`src/rtl/cheri_dmem_sram_bridge.sv`:
```
// Bridges the core data port and the TS-map read port onto one single-port SRAM.
// The TS-map port always wins; data responses come back through one registered stage.
module cheri_dmem_sram_bridge #(
    parameter logic [31:0] MemBase   = 32'h200f_0000,
    parameter int unsigned MemAddrW  = 14,
    parameter int unsigned DataWidth = 33
) (
    input  logic                 clk_i,
    input  logic                 rstn_i,

    input  logic                 data_req_i,
    output logic                 data_gnt_o,
    output logic                 data_rvalid_o,
    input  logic                 data_we_i,
    input  logic                 data_is_cap_i,
    input  logic [3:0]           data_be_i,
    input  logic [31:0]          data_addr_i,
    input  logic [DataWidth-1:0] data_wdata_i,
    output logic [DataWidth-1:0] data_rdata_o,
    output logic                 data_err_o,

    input  logic                 tsmap_cs_i,
    input  logic [15:0]          tsmap_addr_i,
    output logic [DataWidth-1:0] tsmap_rdata_o,

    output logic                 sram_cs_o,
    output logic                 sram_we_o,
    output logic [3:0]           sram_be_o,
    output logic                 sram_tag_we_o,
    output logic [MemAddrW-1:0]  sram_addr_o,
    output logic [DataWidth-1:0] sram_wdata_o,
    input  logic [DataWidth-1:0] sram_rdata_i,

    output logic [15:0]          stall_cnt_o
);

    localparam logic [32:0] WinBytes = 33'd4 << MemAddrW;

    logic [31:0] offset;
    logic        in_range, cap_bad, legal, gnt, cs_raw;

    logic        rsp_vld_q, rsp_vld_d;
    logic        rsp_err_q, rsp_err_d;
    logic        rsp_we_q,  rsp_we_d;
    logic        ts_vld_q,  ts_vld_d;
    logic [15:0] stall_cnt_q, stall_cnt_d;

    logic unused_tsmap_hi;
    assign unused_tsmap_hi = ^tsmap_addr_i[15:MemAddrW];

    // offset wraps for addresses below the window, so the lower bound is checked separately
    assign offset   = data_addr_i - MemBase;
    assign in_range = (data_addr_i >= MemBase) && ({1'b0, offset} < WinBytes);
    assign cap_bad  = data_is_cap_i && ((data_be_i != 4'hF) || (data_addr_i[1:0] != 2'b00));
    assign legal    = in_range && !cap_bad;
    assign gnt      = data_req_i & ~tsmap_cs_i;

    assign data_gnt_o = gnt;

    always_comb begin
        cs_raw        = 1'b0;
        sram_we_o     = 1'b0;
        sram_be_o     = 4'h0;
        sram_tag_we_o = 1'b0;
        sram_addr_o   = '0;
        sram_wdata_o  = '0;
        if (tsmap_cs_i) begin
            cs_raw      = 1'b1;
            sram_addr_o = tsmap_addr_i[MemAddrW-1:0];
        end else if (gnt && legal) begin
            cs_raw      = 1'b1;
            sram_we_o   = data_we_i;
            sram_be_o   = data_be_i;
            sram_addr_o = offset[MemAddrW+1:2];
            if (data_we_i) begin
                // plain data stores always clear the capability tag
                sram_tag_we_o              = 1'b1;
                sram_wdata_o[31:0]         = data_wdata_i[31:0];
                sram_wdata_o[DataWidth-1]  = data_is_cap_i & data_wdata_i[DataWidth-1];
            end
        end
    end

    assign sram_cs_o = cs_raw & rstn_i;

    always_comb begin
        rsp_vld_d   = gnt;
        rsp_err_d   = gnt & ~legal;
        rsp_we_d    = gnt & data_we_i;
        ts_vld_d    = tsmap_cs_i;
        stall_cnt_d = stall_cnt_q;
        if (data_req_i && tsmap_cs_i && (stall_cnt_q != 16'hFFFF))
            stall_cnt_d = stall_cnt_q + 16'd1;
    end

    always_ff @(posedge clk_i or negedge rstn_i) begin
        if (!rstn_i) begin
            rsp_vld_q   <= 1'b0;
            rsp_err_q   <= 1'b0;
            rsp_we_q    <= 1'b0;
            ts_vld_q    <= 1'b0;
            stall_cnt_q <= 16'h0;
        end else begin
            rsp_vld_q   <= rsp_vld_d;
            rsp_err_q   <= rsp_err_d;
            rsp_we_q    <= rsp_we_d;
            ts_vld_q    <= ts_vld_d;
            stall_cnt_q <= stall_cnt_d;
        end
    end

    assign data_rvalid_o = rsp_vld_q;
    assign data_err_o    = rsp_vld_q & rsp_err_q;
    assign data_rdata_o  = (rsp_vld_q && !rsp_err_q && !rsp_we_q) ? sram_rdata_i : '0;
    assign tsmap_rdata_o = ts_vld_q ? sram_rdata_i : '0;
    assign stall_cnt_o   = stall_cnt_q;

endmodule

```
`config.mk`:
```
export PLATFORM = sky130hd
export DESIGN_NAME = cheri_dmem_sram_bridge
export DESIGN_NICKNAME = d
export VERILOG_FILES = /design/src/rtl/cheri_dmem_sram_bridge.sv
export SDC_FILE = /design/constraint.sdc
export NUM_CORES = 1
export LEC_CHECK = 0
export CORE_AREA = 3 3 101 103
export CTS_BUF_LIST = sky130_fd_sc_hd__clkbuf_16
export DETAILED_ROUTE_END_ITERATION = 8
export DIE_AREA = 0 0 104 106
export PLACE_DENSITY = 0.74
export SYNTH_ARGS = -nofsm -noshare
export SYNTH_HDL_FRONTEND = slang
export SYNTH_SLANG_ARGS = --single-unit
```
`constraint.sdc`:
```
create_clock -name clk_i -period 4.2 [get_ports clk_i]
set_input_delay 0.42 -clock clk_i [delete_from_list [all_inputs] [get_ports clk_i]]
set_output_delay 0.42 -clock clk_i [all_outputs]
set_load 0.005 [all_outputs]
```
== Word level (Yosys, flattened, before mapping) ==
Index checks and enable logic that the tools add are counted.

* Bitwise logic cells: 8
* Equal/unequal tests: 2
* Reductions and logical operators: 13
* Add/sub/neg operators: 2
* Muxes and demuxes: 16
* Magnitude comparators: 2

{| class="wikitable"
|+ Operators by type and width
! kind !! count
|-
| 33-bit two-way mux || 5
|-
| 32-bit by 30-bit greater-or-equal comparator with 1-bit output, second input constant || 1
|-
| 32-bit by 17-bit less-than comparator with 1-bit output, second input constant || 1
|-
| 32-bit by 30-bit subtractor with 32-bit output, second input constant || 1
|-
| 14-bit two-way mux || 2
|-
| 16-bit by 1-bit adder with 16-bit output, second input constant || 1
|-
| 16-bit != test, second input constant || 1
|-
| 1-bit logical AND || 8
|-
| 4-bit two-way mux || 2
|-
| 1-bit two-way mux || 7
|-
| 1-bit bitwise AND || 6
|-
| 4-bit != test, second input constant || 1
|-
| 1-bit logical NOT || 3
|-
| 1-bit NOT || 2
|-
| 2-bit nonzero test || 1
|-
| 1-bit logical OR || 1
|}

* Register bits after elaboration: 20
* Logic and storage cells: 48
* Input bits: 124

== Longest topological paths before layout ==
Gate-level depths: netlist (run 1).

* Word-level depth: 9
* Mapped depth: 6
* Depth with buffers taken out: 5

== Least setup slack after synthesis (run 1) ==
No wires, ideal clock.

* Path type: input-to-output
* Start: input data_addr_i[26]
* End: output sram_we_o
* Required time: 3.780 ns
* Setup slack: 2.137 ns
* Data arrival time: 1.643 ns
* Stages: 6
* Cell sequence: nor4_2 -> nand4_2 -> nor3_4 -> buf_6 -> and2_1 -> buf_4

* Word-level cells in the longest chain between the ends: 7

{| class="wikitable"
|+ Ends and longest elaborated chain
! element !! RTL line !! text
|-
| start, declared || 17 || <nowiki>input logic [31:0] data_addr_i,</nowiki>
|-
| 32-bit by 30-bit subtractor with 32-bit output || 52 || <nowiki>assign offset = data_addr_i - MemBase;</nowiki>
|-
| 32-bit by 17-bit less-than comparator with 1-bit output || 53 || <nowiki>assign in_range = (data_addr_i >= MemBase) && ({1'b0, offset} < WinBytes);</nowiki>
|-
| 1-bit logical AND (*) || 53 ||
|-
| 1-bit logical AND (*) || 55 || <nowiki>assign legal = in_range && !cap_bad;</nowiki>
|-
| 1-bit logical AND (*) || 70 || <nowiki>end else if (gnt && legal) begin</nowiki>
|-
| 1-bit two-way mux (*) || 70 ||
|-
| 1-bit two-way mux (*) || 67 || <nowiki>if (tsmap_cs_i) begin</nowiki>
|-
| end, declared || 27 || <nowiki>output logic sram_we_o,</nowiki>
|}

Every way passes the cells marked *; elsewhere a longest branch is shown, timed or not.

== Worst setup path in the final report (run 1) ==
* Start: input data_addr_i[27]
* End: output sram_wdata_o[11]

* Word-level cells in the longest chain between the ends: 7

{| class="wikitable"
|+ Ends and longest elaborated chain
! element !! RTL line !! text
|-
| 32-bit by 30-bit subtractor with 32-bit output || 52 ||
|-
| 32-bit by 17-bit less-than comparator with 1-bit output || 53 ||
|-
| 1-bit logical AND (*) || 53 ||
|-
| 1-bit logical AND (*) || 55 ||
|-
| 1-bit logical AND (*) || 70 ||
|-
| 33-bit two-way mux (*) || 70 ||
|-
| 33-bit two-way mux (*) || 67 ||
|-
| end, declared || 31 || <nowiki>output logic [DataWidth-1:0] sram_wdata_o,</nowiki>
|}

Marks and branches as above.

==> metrics.txt, run 1 <==
layout cell share with drive strength beyond 1=4.51%; kind of end point of the critical path=primary output; count of synthesis-stage warnings from yosys=0; total clock sinks=20; Max FO, Critical Path=52; Final Slew Violations=0; number of buffers inserted during clock tree synthesis=3; most frequent cells after synthesis=76 x sky130_fd_sc_hd__and2_1, 32 x sky130_fd_sc_hd__and3_1, 20 x sky130_fd_sc_hd__dfrtp_1, 14 x sky130_fd_sc_hd__a22o_1, 12 x sky130_fd_sc_hd__nand2_1; kind of critical path=input pin to primary output; overall power=0.000956 W; Initial Utilization=21.2%; maximum clock rate=0.319 GHz; ANT cells=0; result of the run=complete, no violations; final setup TNS=0 ns; worst hold-check path type=input pin to asynchronous set/reset pin; # Post-CTS Setup Buffers=0; # port buffers=260; data arrival time at the worst-slack endpoint=2.71 ns; Final Skew=0.00579 ns; number of hold violations in the final report=0; cell taking the most area after synthesis=sky130_fd_sc_hd__dfrtp_1; data required time at the worst endpoint=3.78 ns; cell at the root of the clock tree=sky130_fd_sc_hd__clkbuf_16; Max IR drop VDD=0.230 mV; cell-by-cell listing of the critical path=clkdlybuf4s50_1 -> nor4_2 -> nand4_2 -> nor3_4 -> buf_4 -> and3_1 -> clkdlybuf4s50_1; post-detailed-placement half-perimeter wirelength=9.44 mm; Final Hold Slack=0.503 ns; slowest stage cell, crit path=sky130_fd_sc_hd__clkdlybuf4s50_1; number of different library cells in the post-synthesis netlist=39; maximum buffer depth of the clock tree=2; ratio of routed vias to standard cells=4.37; most numerous cell in the Yosys netlist=sky130_fd_sc_hd__and2_1; # resized after CTS=0; register area share after synthesis=25.4%; finished layout cell area=4770 um2; most used cell, CP=sky130_fd_sc_hd__clkdlybuf4s50_1; most area-consuming cells after synthesis=sky130_fd_sc_hd__dfrtp_1 25%, sky130_fd_sc_hd__and2_1 24%, sky130_fd_sc_hd__and3_1 10%; clock-pin transition on the worst setup and hold timing paths=0.06 ns; Residual DRC=0; clock latency at the later pin of the worst-skew pair=0.25 ns; number of hold buffers added after CTS=0; Final nets=614; Post-synth EDFFs=0; leftover overflow at the end of global routing=0; total of flip-flops plus latches after synthesis=20; worst path bufs/invs=3; row cnt=35; FFs w/ async S/R, synth=100%; antenna violations before repair=0; area growth from synthesis to final layout=142%; dominant synthesized flop cell=sky130_fd_sc_hd__dfrtp_1; Critical Path Start Type=input pin; Worst slew margin=40.3%; Final Cycle Share=74.6%; IO Pins=263; pin count of the biggest net entering global routing=53; global-route usage over all layers=18.8%; core footprint=9280 um2; number of max-cap violations=0; final setup violation count=0; power density relative to cell area=201 nW/um2; top cell type's share of synthesized area=25.4%; first-pass GRT wire length=16.5 mm; final worst path period need=3.13 ns; Routed Wire Length=11.1 mm; worst-margin pin slew=0.893 ns; cells after synthesis=237; Slowest Stage Delay on Critical Path=0.55 ns; Net Count, Synth=362; Static Leak=1.92 nW; vias in the first global route=2,696; area of the mapped netlist=1970 um2; detailed-route wire length per cell=18.0 um; cell area after placement=4660 um2; final weighted congestion in routability-driven placement=0.846; number of fillers in the final layout=879; Die Outline Area=11,000 um2; length of the first detailed-routing pass in iterations=4; CP delay by family, top=buffers and inverters; setup repair after global routing missed its margin=no; final antenna-violating net count=0; drt first-iter violations=128; DIE HEIGHT=106 um; clock tree from TritonCTS=done; via total after detailed routing=2,698; Die W=104 um; CTS H-Tree Depth=1; Avg Cell Area, Syn=8.32 um2
sequential cells by signal, summed over array words and instances (netlist names):
signal and flops:
ts_vld_q 1, stall_cnt_o 16, rsp_we_q 1, rsp_err_q 1, data_rvalid_o 1
layout by cell type (no fill, tap or decap), types with 2 or more instances in the layout:
cell | synthesis | final
sky130_fd_sc_hd__inv_1 | 3 | 3
sky130_fd_sc_hd__a211oi_1 | 2 | 2
sky130_fd_sc_hd__nand2_1 | 12 | 12
sky130_fd_sc_hd__nor4b_2 | 2 | 2
sky130_fd_sc_hd__a31oi_1 | 2 | 2
sky130_fd_sc_hd__and4_1 | 3 | 3
sky130_fd_sc_hd__buf_4 | 2 | 4
sky130_fd_sc_hd__a22o_1 | 14 | 14
sky130_fd_sc_hd__dfrtp_1 | 20 | 20
sky130_fd_sc_hd__mux2_2 | 2 | 2
sky130_fd_sc_hd__and3_1 | 32 | 32
sky130_fd_sc_hd__nor4_2 | 2 | 2
sky130_fd_sc_hd__xor2_1 | 2 | 2
sky130_fd_sc_hd__and2_1 | 76 | 76
sky130_fd_sc_hd__clkdlybuf4s50_1 | 0 | 260
sky130_fd_sc_hd__clkbuf_16 | 0 | 3
sky130_fd_sc_hd__xnor2_1 | 7 | 7
sky130_fd_sc_hd__nand3_1 | 6 | 6
sky130_fd_sc_hd__nand4_1 | 6 | 6
sky130_fd_sc_hd__nor2_1 | 9 | 9
metal layers:
| metal | part of all wire (%) | GRT usage, % |
|---|---|---|
| met1 | 38 | 21.8 |
| met2 | 47 | 31.2 |
| met3 | 14 | 10.6 |
| met4 | 0.97 | 2.66 |
| met5 | 0 | 0 |
through the flow:
step                worst slack [ns]  std cells  util [%]
finish                          1.07        617      51.3
global route                   0.909        617      51.3
CTS                             1.06        617      51.3
detailed placement              1.07        613      50.2
global placement                1.08        613      50.2
floorplan                       2.14        237         -
worst register-to-register path, stage by stage (launching register included):
cell and delay, ns:
sky130_fd_sc_hd__dfrtp_1 0.39, sky130_fd_sc_hd__ha_1 0.18, sky130_fd_sc_hd__nand3_1 0.18, sky130_fd_sc_hd__nor2_1 0.51, sky130_fd_sc_hd__a31oi_1 0.16, sky130_fd_sc_hd__a31o_2 0.23
logic make-up after synthesis:
family          synth area share [%]
flops                           25.4
buf+inv                         6.09
compound gates                  9.96
mux                             2.22
simple gates                    51.7
xor+xnor                        4.00
fa+ha+maj                      0.634
worst paths after layout:
path	from	endpoint	slack, ns	depth (start not counted)
setup / recovery	data_addr_i[27]	sram_wdata_o[11]	1.07	7
hold / removal	rstn_i	stall_cnt_o[9]$_DFFE_PN0P_	0.50	2
setup reg to reg	stall_cnt_o[0]$_DFFE_PN0P_	stall_cnt_o[6]$_DFFE_PN0P_	2.44	5
hold reg to reg	stall_cnt_o[0]$_DFFE_PN0P_	stall_cnt_o[0]$_DFFE_PN0P_	0.52	1
max in group asynchronous	rstn_i	stall_cnt_o[10]$_DFFE_PN0P_	3.47	2
min in group clk_i	stall_cnt_o[0]$_DFFE_PN0P_	stall_cnt_o[0]$_DFFE_PN0P_	0.52	1
report_power, final:
group | internal [W] | leakage, nW | switching, W
clock | 0.000189 | 0.0511 | 0.0000698
combinational | 0.000278 | 1.61 | 0.000137
sequential | 0.000229 | 0.255 | 0.0000540
layout make-up:
class	instances	area (um2)	share of cell area (%)
multi-input cells	197	1360	28.5
flip-flops and latches	20	500	10.5
repair buffers	264	2630	55.2
well taps	129	161	3.39
clock buffers	3	75.1	1.57
clock inverters	1	30.0	0.630
inverters	3	11.3	0.236
(Power assumes the default switching activity.)
==> run 2: changes to the inputs <==
--- a/config.mk
+++ b/config.mk
@@ -5,11 +5,11 @@
 export SDC_FILE = /design/constraint.sdc
 export NUM_CORES = 1
 export LEC_CHECK = 0
-export CORE_AREA = 3 3 101 103
+export CORE_AREA = 3 3 102 104
 export CTS_BUF_LIST = sky130_fd_sc_hd__clkbuf_16
 export DETAILED_ROUTE_END_ITERATION = 8
-export DIE_AREA = 0 0 104 106
-export PLACE_DENSITY = 0.74
+export DIE_AREA = 0 0 105 107
+export PLACE_DENSITY = 0.73
 export SYNTH_ARGS = -nofsm -noshare
 export SYNTH_HDL_FRONTEND = slang
 export SYNTH_SLANG_ARGS = --single-unit
==> constraint.sdc (replaced) <==
create_clock -name clk_i -period 3.05 [get_ports clk_i]
set_input_delay 0.305 -clock clk_i [delete_from_list [all_inputs] [get_ports clk_i]]
set_output_delay 0.305 -clock clk_i [all_outputs]
set_load 0.005 [all_outputs]
==> metrics.txt, run 2 (synthesized netlist as in run 1, its figures left out) <==
result of the run=complete, no violations; final worst path period need=2.78 ns; Final Skew=0.00293 ns; core footprint=9640 um2; number of max-cap violations=0; pin count of the biggest net entering global routing=35; cell at the root of the clock tree=sky130_fd_sc_hd__clkbuf_16; Worst slew margin=47.0%; worst-margin pin slew=0.796 ns; sequential cell area=500 um2; GR peak layer=met2; area taken by multi-input logic gates=1360 um2; Max FO, Critical Path=18; most frequent standard cell in the layout excluding fill and tap cells=sky130_fd_sc_hd__clkdlybuf4s50_1; row cnt=36; Initial Utilization=20.5%; # resized after CTS=0; length of the first detailed-routing pass in iterations=5; worst hold-check path type=input pin to asynchronous set/reset pin; final antenna-violating net count=0; Final Slew Violations=0; launch point of the worst reg-to-reg path=stall_cnt_o[0]$_DFFE_PN0P_; vias in the first global route=2,762; ANT cells=0; worst path bufs/invs=3; final setup TNS=0 ns; Critical Path Start Type=input pin; CP delay by family, top=buffers and inverters; leftover overflow at the end of global routing=0; post-detailed-placement half-perimeter wirelength=9.01 mm; clock tree from TritonCTS=done; Die W=105 um; setup repair after global routing missed its margin=no; commonest cells after routing, fill and taps aside=260 x sky130_fd_sc_hd__clkdlybuf4s50_1, 76 x sky130_fd_sc_hd__and2_1, 32 x sky130_fd_sc_hd__and3_1; data required time at the worst endpoint=2.74 ns; Final nets=616; Max IR drop VDD=0.195 mV; clock latency at the later pin of the worst-skew pair=0.25 ns; # port buffers=260; kind of end point of the critical path=primary output; Die Outline Area=11,200 um2; met1 usage=21.0%; via total after detailed routing=2,700; total clock sinks=20; maximum buffer depth of the clock tree=2; CTS H-Tree Depth=1; final weighted congestion in routability-driven placement=0.834; placed cell count=619; antenna violations before repair=0; IO Pins=263; layout cell share with drive strength beyond 1=4.69%; final standard cell count with taps included and fillers excluded=623; # Post-CTS Setup Buffers=0; maximum clock rate=0.359 GHz; number of hold violations in the final report=0; drt first-iter violations=150; data arrival time at the worst-slack endpoint=2.48 ns; most used cell, CP=sky130_fd_sc_hd__clkdlybuf4s50_1; Residual DRC=0; ratio of routed vias to standard cells=4.33; Routed Wire Length=10.6 mm; number of hold buffers added after CTS=0; detailed-route wire length per cell=17.0 um; cell-by-cell listing of the critical path=clkdlybuf4s50_1 -> nor4_2 -> nand4_2 -> nor3_4 -> buf_4 -> and4_2 -> clkdlybuf4s50_1; max reg flops=16; global-route usage over all layers=17.7%; number of buffers inserted during clock tree synthesis=3; grt met3 use=8.31%; Final Cycle Share=91.3%; clock-pin transition on the worst setup and hold timing paths=0.06 ns; Static Leak=1.92 nW; global routing met2 resource utilization=29.3%; number of fillers in the final layout=935; power density relative to cell area=258 nW/um2; slowest stage cell, crit path=sky130_fd_sc_hd__clkdlybuf4s50_1; first-pass GRT wire length=15.7 mm; kind of critical path=input pin to primary output; area growth from synthesis to final layout=142%; Slowest Stage Delay on Critical Path=0.51 ns; DIE HEIGHT=107 um; final setup violation count=0; CP Launch Point=data_addr_i[26]
## run 2: power breakdown
part	internal, W	switching, W	total (W)
clock	0.000175	0.0000998	0.000275
combinational	0.000382	0.000181	0.000563
sequential	0.000316	0.0000779	0.000393
## run 2: final cells by class
type                            count  share of cell area [%]
Timing Repair Buffer              266                    55.7
Multi-Input combinational cell    197                    28.4
Sequential cell                    20                    10.5
Tap cell                          133                    3.49
Clock buffer                        3                    1.57
Inverter                            3                   0.236
Clock inverter                      1                  0.0786
## run 2: worst reg2reg max path: stages (launching register included)
cell and delay [ns]:
sky130_fd_sc_hd__dfrtp_1 0.40, sky130_fd_sc_hd__ha_1 0.18, sky130_fd_sc_hd__nand3_1 0.17, sky130_fd_sc_hd__nor2_1 0.47, sky130_fd_sc_hd__a31oi_1 0.16, sky130_fd_sc_hd__a31o_2 0.23
## run 2: path summary, 6_finish.rpt
kind                                          endpoint  slack [ns]  depth (start not counted)
setup / recovery                      sram_wdata_o[32]        0.27                          7
hold / removal             stall_cnt_o[12]$_DFFE_PN0P_        0.48                          2
setup reg to reg            stall_cnt_o[6]$_DFFE_PN0P_        1.33                          5
hold reg to reg             stall_cnt_o[0]$_DFFE_PN0P_        0.53                          1
max in group asynchronous           rsp_we_q$_DFF_PN0_        2.35                          2
min in group clk_i          stall_cnt_o[0]$_DFFE_PN0P_        0.53                          1
## run 2: per-stage QoR
stage               setup slack, ns  hold slack, ns  cell area, um2  util [%]  total power (W)
detailed placement            0.245           0.509            4690      48.7         0.000967
CTS                           0.234           0.507            4770      49.5          0.00125
global placement              0.253           0.501            4690      48.7         0.000956
global route                  0.129           0.548            4770      49.5          0.00131
floorplan                      1.22         0.00941            1970         -         0.000547
finish                        0.266           0.483            4770      49.5          0.00123
## run 2: routing by layer
layer | share of wire, % | wire [um] | vias up
li1 | - | - | 1340
met3 | 12 | 1320 | 8
met4 | 0.95 | 101 | 0
met5 | 0 | 0 | -
met2 | 47 | 4940 | 146
met1 | 40 | 4230 | 1206
